### src/rtl/lot_pkg.sv
// Shared types and default sizing for the parking-lot blocks.
// Latency: n/a (package only).
// Backpressure: n/a (package only).
package lot_pkg;

  // Default lot geometry shared by the sensor top level and the display.
  localparam int LOT_CAPACITY  = 3;
  localparam int LOT_NUM_HOURS = 8;

  // Rush-hour tracker: wait for first fill, then for the following empty.
  typedef enum logic [1:0] {
    RUSH_IDLE,
    RUSH_ON,
    RUSH_DONE
  } rush_state_t;

endpackage

### src/rtl/hour_log.sv
// Per-hour entry counters with a saturating increment and a registered read.
// Latency: increment lands on the sampling edge; rd_data is log[rd_idx] one cycle later.
// Backpressure: none; an increment at saturation is dropped.
// Ports: clk, reset (async active-low), inc/idx (increment log[idx]),
//        rd_idx/rd_data (registered read, no write-through bypass).
module hour_log
  import lot_pkg::*;
#(
  parameter int NUM_HOURS = LOT_NUM_HOURS,
  parameter int CNT_W     = 4,
  localparam int IDX_W    = $clog2(NUM_HOURS)
) (
  input  logic             clk,
  input  logic             reset,
  input  logic             inc,
  input  logic [IDX_W-1:0] idx,
  input  logic [IDX_W-1:0] rd_idx,
  output logic [CNT_W-1:0] rd_data
);

  logic [CNT_W-1:0] log_q [NUM_HOURS];
  logic [CNT_W-1:0] log_d [NUM_HOURS];
  logic [CNT_W-1:0] rd_data_q, rd_data_d;

  always_comb begin
    log_d = log_q;
    if (inc && (int'(idx) < NUM_HOURS) && (log_q[idx] != '1)) begin
      log_d[idx] = log_q[idx] + CNT_W'(1);
    end
    // Read the pre-edge contents: a same-cycle increment is not visible here.
    rd_data_d = '0;
    if (int'(rd_idx) < NUM_HOURS) begin
      rd_data_d = log_q[rd_idx];
    end
  end

  always_ff @(posedge clk or negedge reset) begin
    if (!reset) begin
      for (int i = 0; i < NUM_HOURS; i++) begin
        log_q[i] <= '0;
      end
      rd_data_q <= '0;
    end else begin
      log_q     <= log_d;
      rd_data_q <= rd_data_d;
    end
  end

  assign rd_data = rd_data_q;

endmodule

### src/rtl/lot_occupancy.sv
// Saturating lot occupancy with full/empty flags, hour-of-day tracking, and
// (with LOT_HISTORY_EN defined) a per-hour entry log plus rush-hour detection.
// Latency: occupancy/blocked/hour/log update on the edge sampling the pulse; rd_count one cycle after rd_hour.
// Backpressure: none; enter while full is dropped and flagged on blocked, exit while empty is ignored.
// Ports: clk, reset (async active-low); enter/exit/next_hour pulses; rd_hour log index;
//        occupancy/full/empty/blocked; hour/day_done; rd_count; rush_start/_end and their _vld.
// Without LOT_HISTORY_EN, rd_count and all rush outputs are tied to 0.
module lot_occupancy
  import lot_pkg::*;
#(
  parameter int CAPACITY  = LOT_CAPACITY,
  parameter int NUM_HOURS = LOT_NUM_HOURS,
  parameter int CNT_W     = 4,
  localparam int OCC_W    = $clog2(CAPACITY + 1),
  localparam int HR_W     = $clog2(NUM_HOURS)
) (
  input  logic             clk,
  input  logic             reset,
  input  logic             enter,
  input  logic             exit,
  input  logic             next_hour,
  input  logic [HR_W-1:0]  rd_hour,
  output logic [OCC_W-1:0] occupancy,
  output logic             full,
  output logic             empty,
  output logic             blocked,
  output logic [HR_W-1:0]  hour,
  output logic             day_done,
  output logic [CNT_W-1:0] rd_count,
  output logic [HR_W-1:0]  rush_start,
  output logic [HR_W-1:0]  rush_end,
  output logic             rush_start_vld,
  output logic             rush_end_vld
);

  logic [OCC_W-1:0] occ_q, occ_d;
  logic             blocked_q, blocked_d;
  logic [HR_W-1:0]  hour_q, hour_d;
  logic             day_done_q, day_done_d;
  logic             full_c, empty_c;
  logic             acc_enter;

  assign full_c  = (occ_q == OCC_W'(CAPACITY));
  assign empty_c = (occ_q == '0);

  always_comb begin
    occ_d      = occ_q;
    blocked_d  = 1'b0;
    acc_enter  = 1'b0;
    hour_d     = hour_q;
    day_done_d = day_done_q;

    // Simultaneous enter+exit cancel out entirely.
    if (enter && !exit) begin
      if (full_c) begin
        blocked_d = 1'b1;
      end else begin
        occ_d     = occ_q + OCC_W'(1);
        acc_enter = 1'b1;
      end
    end else if (exit && !enter && !empty_c) begin
      occ_d = occ_q - OCC_W'(1);
    end

    // The last hour never wraps; it just marks the day as finished.
    if (next_hour && !day_done_q) begin
      if (hour_q == HR_W'(NUM_HOURS - 1)) begin
        day_done_d = 1'b1;
      end else begin
        hour_d = hour_q + HR_W'(1);
      end
    end
  end

  always_ff @(posedge clk or negedge reset) begin
    if (!reset) begin
      occ_q      <= '0;
      blocked_q  <= 1'b0;
      hour_q     <= '0;
      day_done_q <= 1'b0;
    end else begin
      occ_q      <= occ_d;
      blocked_q  <= blocked_d;
      hour_q     <= hour_d;
      day_done_q <= day_done_d;
    end
  end

  assign occupancy = occ_q;
  assign full      = full_c;
  assign empty     = empty_c;
  assign blocked   = blocked_q;
  assign hour      = hour_q;
  assign day_done  = day_done_q;

`ifdef LOT_HISTORY_EN
  rush_state_t     rush_q, rush_d;
  logic [HR_W-1:0] rush_start_q, rush_start_d;
  logic [HR_W-1:0] rush_end_q, rush_end_d;
  logic            rush_start_vld_q, rush_start_vld_d;
  logic            rush_end_vld_q, rush_end_vld_d;

  // Entries are logged against the pre-edge hour, and only while the day runs.
  hour_log #(
    .NUM_HOURS (NUM_HOURS),
    .CNT_W     (CNT_W)
  ) u_hour_log (
    .clk     (clk),
    .reset   (reset),
    .inc     (acc_enter && !day_done_q),
    .idx     (hour_q),
    .rd_idx  (rd_hour),
    .rd_data (rd_count)
  );

  // Transitions look at next-state occupancy so rush_start_vld rises with full.
  always_comb begin
    rush_d           = rush_q;
    rush_start_d     = rush_start_q;
    rush_end_d       = rush_end_q;
    rush_start_vld_d = rush_start_vld_q;
    rush_end_vld_d   = rush_end_vld_q;
    if (!day_done_q) begin
      case (rush_q)
        RUSH_IDLE: begin
          if ((occ_d == OCC_W'(CAPACITY)) && !full_c) begin
            rush_start_d     = hour_q;
            rush_start_vld_d = 1'b1;
            rush_d           = RUSH_ON;
          end
        end
        RUSH_ON: begin
          if ((occ_d == '0) && !empty_c) begin
            rush_end_d     = hour_q;
            rush_end_vld_d = 1'b1;
            rush_d         = RUSH_DONE;
          end
        end
        default: ;
      endcase
    end
  end

  always_ff @(posedge clk or negedge reset) begin
    if (!reset) begin
      rush_q           <= RUSH_IDLE;
      rush_start_q     <= '0;
      rush_end_q       <= '0;
      rush_start_vld_q <= 1'b0;
      rush_end_vld_q   <= 1'b0;
    end else begin
      rush_q           <= rush_d;
      rush_start_q     <= rush_start_d;
      rush_end_q       <= rush_end_d;
      rush_start_vld_q <= rush_start_vld_d;
      rush_end_vld_q   <= rush_end_vld_d;
    end
  end

  assign rush_start     = rush_start_q;
  assign rush_end       = rush_end_q;
  assign rush_start_vld = rush_start_vld_q;
  assign rush_end_vld   = rush_end_vld_q;
`else
  logic unused_history;
  assign unused_history = ^{rd_hour, acc_enter};

  assign rd_count       = '0;
  assign rush_start     = '0;
  assign rush_end       = '0;
  assign rush_start_vld = 1'b0;
  assign rush_end_vld   = 1'b0;
`endif

endmodule

### config.mk
export PLATFORM = sky130hd
export DESIGN_NAME = lot_occupancy
export DESIGN_NICKNAME = d
export VERILOG_FILES = /design/src/rtl/lot_pkg.sv /design/src/rtl/hour_log.sv /design/src/rtl/lot_occupancy.sv
export SDC_FILE = /design/constraint.sdc
export NUM_CORES = 1
export LEC_CHECK = 0
export CELL_PAD_IN_SITES_DETAIL_PLACEMENT = 1
export CELL_PAD_IN_SITES_GLOBAL_PLACEMENT = 2
export CORE_ASPECT_RATIO = 1.2
export CORE_MARGIN = 3
export CORE_UTILIZATION = 19
export CTS_BUF_LIST = sky130_fd_sc_hd__clkbuf_16
export DETAILED_ROUTE_END_ITERATION = 10
export PLACE_DENSITY_LB_ADDON = 0.1
export SETUP_SLACK_MARGIN = 0.3
export SYNTH_ARGS = -nofsm -noshare
export SYNTH_HDL_FRONTEND = slang
export SYNTH_SLANG_ARGS = --single-unit
### constraint.sdc
create_clock -name clk -period 3.8 [get_ports clk]
set_clock_uncertainty 0.05 [all_clocks]
set_input_delay 0.76 -clock clk [delete_from_list [all_inputs] [get_ports clk]]
set_output_delay 0.76 -clock clk [all_outputs]
set_load 0.05 [all_outputs]
* Word-level counts from Yosys, hierarchy flattened
Cells that the tools add are included.
** Cells by class
- Magnitude comparators :: 0
- Eq/ne operators :: 3
- Multiply operators :: 0
- Divide/modulo/power cells :: 0
- Muxes and demuxes :: 5
- Shift operators :: 0
- Reductions and logical operators :: 13
- Add/subtract/negate cells :: 3
- Bitwise logic cells :: 1
** Operator list (count)
- $mux W2 :: 3
- $reduce_and A2 Y1 :: 3
- $logic_and A1 B1 Y1 :: 4
- $logic_not A1 Y1 :: 4
- $add A3 B1 Y3 const B :: 1
- $eq A3 B3 Y1 const B :: 1
- $add A2 B1 Y2 const B :: 1
- $eq A2 B2 Y1 const B :: 1
- $logic_not A2 Y1 :: 1
- $mux W1 :: 2
- $ne A2 B2 Y1 const B :: 1
- $reduce_bool A2 Y1 :: 1
- $sub A2 B1 Y2 const B :: 1
- $not A1 Y1 :: 1
** Word-level totals
- Flip-flop bits (word level) :: 7
- Output and inout bits :: 21
- Latch bits :: 0
- Memories kept :: 0
- Memory bits (read-only) :: 0
- Input port bits :: 8
- Memory bits (writable) :: 0

* Longest topological paths before layout
- Depth in word-level cells :: 5
- Mapped depth :: 4

* Least setup slack after synthesis
No wires, ideal clock.
- Path kind :: register to output
- Start :: reg occ_q[1], in the netlist occupancy[1]
- End :: out empty
- Cell stages (with the launch flop) :: 2
- Setup slack :: 1.667 ns
- Arrival :: 1.323 ns
- Path buffers :: 0
- Path through :: dfrtp_1 -> nor2_1
** Between the ends
- Word-level cells in the longest chain between the ends :: 1
** RTL lines
- start: declaration :: line lot_occupancy.sv:36 : logic [OCC_W-1:0] occ_q, occ_d;
- start signal: assignment :: line lot_occupancy.sv:77 : occ_q <= '0;
- start signal: assignment :: line lot_occupancy.sv:82 : occ_q <= occ_d;
- $logic_not A2 Y1 :: line lot_occupancy.sv:44 : assign empty_c = (occ_q == '0);
- end: declaration :: line lot_occupancy.sv:25 : output logic empty,
No other way between the ends.

* Worst setup path after layout
- Start :: reg occ_q[1], in the netlist occupancy[1]
- End :: out full
** Between the ends
- Word-level cells in the longest chain between the ends :: 1
** RTL lines
- $eq A2 B2 Y1 :: line lot_occupancy.sv:43 : assign full_c = (occ_q == OCC_W'(CAPACITY));
- end: declaration :: line lot_occupancy.sv:24 : output logic full,
No other way between the ends.

==> qor.csv <==
stage;metric;value;unit
run_status;status;complete, no violations;
grt;grt_usage;6.68;%
layout;fillers;251;
pwr;p_int;364;uW
floorplanning;die_w;49.1;microns
cts;cts-resized-gates;0;
placement;io_buffers;13;
layout;antenna_cells;0;
grt;grt_overflow;0;
floorplanning;ios;29;
floorplanning;core_area;2090;sq um
cts;cts.sinks;7;
setup_path;crit_start;occupancy[1];
grt;grt_pass1_vias;301;
setup_path;cp_slowest_cell;clkdlybuf4s50_1;
layout;drive_gt1_share;12.5;%
detailed_routing;detail-route-antenna-nets;0;
cts;cts_tree;yes;
detailed_routing;post_drt_wl_per_cell;9.78;microns
layout;synthToLayoutAreaGrowth;46.6;%
layout;multi_input_area;200;sq um
pwr;peakVddDrop;0.000246;V
synthesis;synth_seq_cells;7;
pwr;power_density;1080;nW/um^2
floorplanning;start_util;20.3;%
grt;grt_max_degree;8;
cts;cts_made_buffers;3;
placement;place_congestion;0.708;
grt;grt_pass1_wl;1410;microns
run;max_cap_violations;0;
min_path;hp-start;hour[0];
synthesis;synth_cells;40;
synthesis;synth_area;424;sq um
synthesis;ys_seq_area_share;41.3;%
pwr;p_seq_share;21.9;%
floorplanning;fp-row-count;18;
setup_path;worstPathArrival;1.63;ns
sta;rsz0062_at_grt;false;
detailed_routing;via_count;288;
setup_path;critical-path-top-delay-family;buffers and inverters;
sta;hold_violations;0;
sta;setup_violations;0;
floorplanning;dieArea;2840;sq um
sta;drv_slew;0;
sta;fin_crit_sh;64.2;%
pwr;p_leak;0.278;nW
setup_path;worst_setup_path_start_kind;flop;
pwr;p_sw;308;uW
setup_path;cp-end-kind;output pin;
sta;fin_crit;2.44;ns
layout;regArea;175;sq um
cts;cts_setup_buffers;0;
setup_path;cp.required;2.99;ns
cts;clock_latency;0.23;ns
floorplanning;die_h;57.8;microns
layout;nets;67;
min_path;hp-class;reg -> reg;
placement;placed_area;543;sq um
cts;h-tree-depth;1;
sta;tns;0;ns
setup_path;crit_fanout;7;
detailed_routing;drtIter0Drc;3;
setup_path;worstRegToRegCells;4;
sta;max_freq;410;MHz
setup_path;crit_buf_inv;1;
sta;worstMarginPinSlew;0.503;ns
pwr;p_clk_share;25.8;%
setup_path;critPathKind;reg -> out;
detailed_routing;vias_per_cell;3.35;
grt;antenna_found_initial;0;
layout;postLayoutCellArea;622;sq um
min_path;hold_path_depth;1;
layout;fin_util;29.7;%
setup_path;r2r-start;hour[0];
setup_path;path_depth;2;
sta;maxSlewHeadroom;66.4;%
pwr;combPwrFrac;52.3;%
setup_path;worstPathCellList;and2_1 -> clkdlybuf4s50_1;
cts;hold_buffers;0;
synthesis;yosys.cell_types.count;16;
synthesis;ys_warn_count;0;
setup_path;cp_slowest_stage_delay;0.80;ns
placement;place_hpwl;717;microns
synthesis;avgSynthCellArea;10.6;sq um
detailed_routing;first_pass_iters;2;
pwr;p_sw_share;45.8;%
cts;clk_path_buf_depth;2;
cts;clockRootBuffer;clkbuf_16;
detailed_routing;routed_wl;841;microns
cts;clk_pin_slew;0.04;ns
detailed_routing;drc;0;
cell type report:
| class | instances | share of cell area (%) |
|---|---|---|
| clock inverters | 1 | 0.604 |
| multi-input cells | 32 | 32.2 |
| repair buffers | 13 | 20.9 |
| well taps | 30 | 6.04 |
| flip-flops and latches | 7 | 28.2 |
| clock buffers | 3 | 12.1 |
routing by layer:
layer  routed length (microns)  vias to the layer above  track usage [%]
met1                       335                      136             7.47
li1                          -                      137                -
met3                        67                        2             3.60
met5                         0                        -                0
met4                         6                        0             2.44
met2                       431                       13             10.7
power by group through the flow:
stage / Clock, mW / Sequential [mW] / Combinational [mW]
2_1_floorplan: 0 / 0.259 / 0.138
3_3_place_gp: 0 / 0.145 / 0.349
3_5_place_dp: 0 / 0.150 / 0.356
4_1_cts: 0.178 / 0.149 / 0.357
5_1_grt: 0.183 / 0.156 / 0.371
6_report: 0.174 / 0.147 / 0.352
cells in the mapped netlist:
cell      instances  area [sq um]
buf_4            12          90.1
xor2_1            1          8.76
and2_1            2          12.5
dfrtp_1           7           175
mux2_2            2          22.5
ha_1              2          25.0
o21ai_0           1          5.00
a21oi_1           1          5.00
nand2b_1          2          12.5
nor3b_4           1          18.8
a22oi_1           1          7.51
nand3b_1          1          7.51
conb_1            1          3.75
a21o_2            1          8.76
nor2_1            4          15.0
nor2b_1           1          6.26
flip-flops by register name, indices dropped and copies added, names as in the netlist:
register	count
occupancy	2
day_done	1
hour	3
blocked	1
worst register-to-register path, delay by kind of cell (launching register included):
| family | cells | cell delay, ns |
|---|---|---|
| DFF | 1 | 0.40 |
| muxes | 1 | 0.36 |
| adders and majority gates | 2 | 0.43 |
| and+or+nand+nor | 1 | 0.25 |
placed cells by master, fill, tap and decap left out:
| master | netlist | final |
|---|---|---|
| a21o_2 | 1 | 1 |
| inv_1 | 0 | 1 |
| nor2_1 | 4 | 4 |
| o21ai_0 | 1 | 1 |
| a22oi_1 | 1 | 1 |
| xor2_1 | 1 | 1 |
| mux2_2 | 2 | 2 |
| nor3b_4 | 1 | 1 |
| nand3b_1 | 1 | 1 |
| conb_1 | 1 | 12 |
| dfrtp_1 | 7 | 7 |
| and2_1 | 2 | 2 |
| ha_1 | 2 | 2 |
| nor2b_1 | 1 | 1 |
| nand2b_1 | 2 | 2 |
| clkdlybuf4s50_1 | 0 | 13 |
| clkbuf_16 | 0 | 3 |
| a21oi_1 | 1 | 1 |
logic make-up (layout without fill, tap and decap cells):
family / after synthesis / count (layout) / share of synthesized area [%]
buffers and inverters: 12 / 17 / 21.2
and+or+nand+nor: 11 / 11 / 17.1
DFF: 7 / 7 / 41.3
AOI/OAI and AO/OA: 4 / 4 / 6.19
adders and majority gates: 2 / 2 / 5.90
muxes: 2 / 2 / 5.31
other: 1 / 12 / 0.884
xor gates and xnor gates: 1 / 1 / 2.07
final timing paths:
path                           endpoint  slack, ns
max                                full       1.36
min                             hour[0]       0.45
max reg2reg                     hour[2]       2.19
min reg2reg                     hour[0]       0.45
max in group asynchronous  occupancy[1]       2.71
min in group asynchronous       hour[2]       0.75
through the flow:
step	hold WS, ns	power [mW]	worst slack, ns	instances
6_report	0.447	0.673	1.36	86
3_3_place_gp	0.449	0.495	1.61	82
3_5_place_dp	0.454	0.506	1.57	82
4_1_cts	0.459	0.683	1.34	86
2_1_floorplan	0.414	0.398	1.67	51
5_1_grt	0.493	0.710	1.29	86
(Power assumes the default switching activity.)
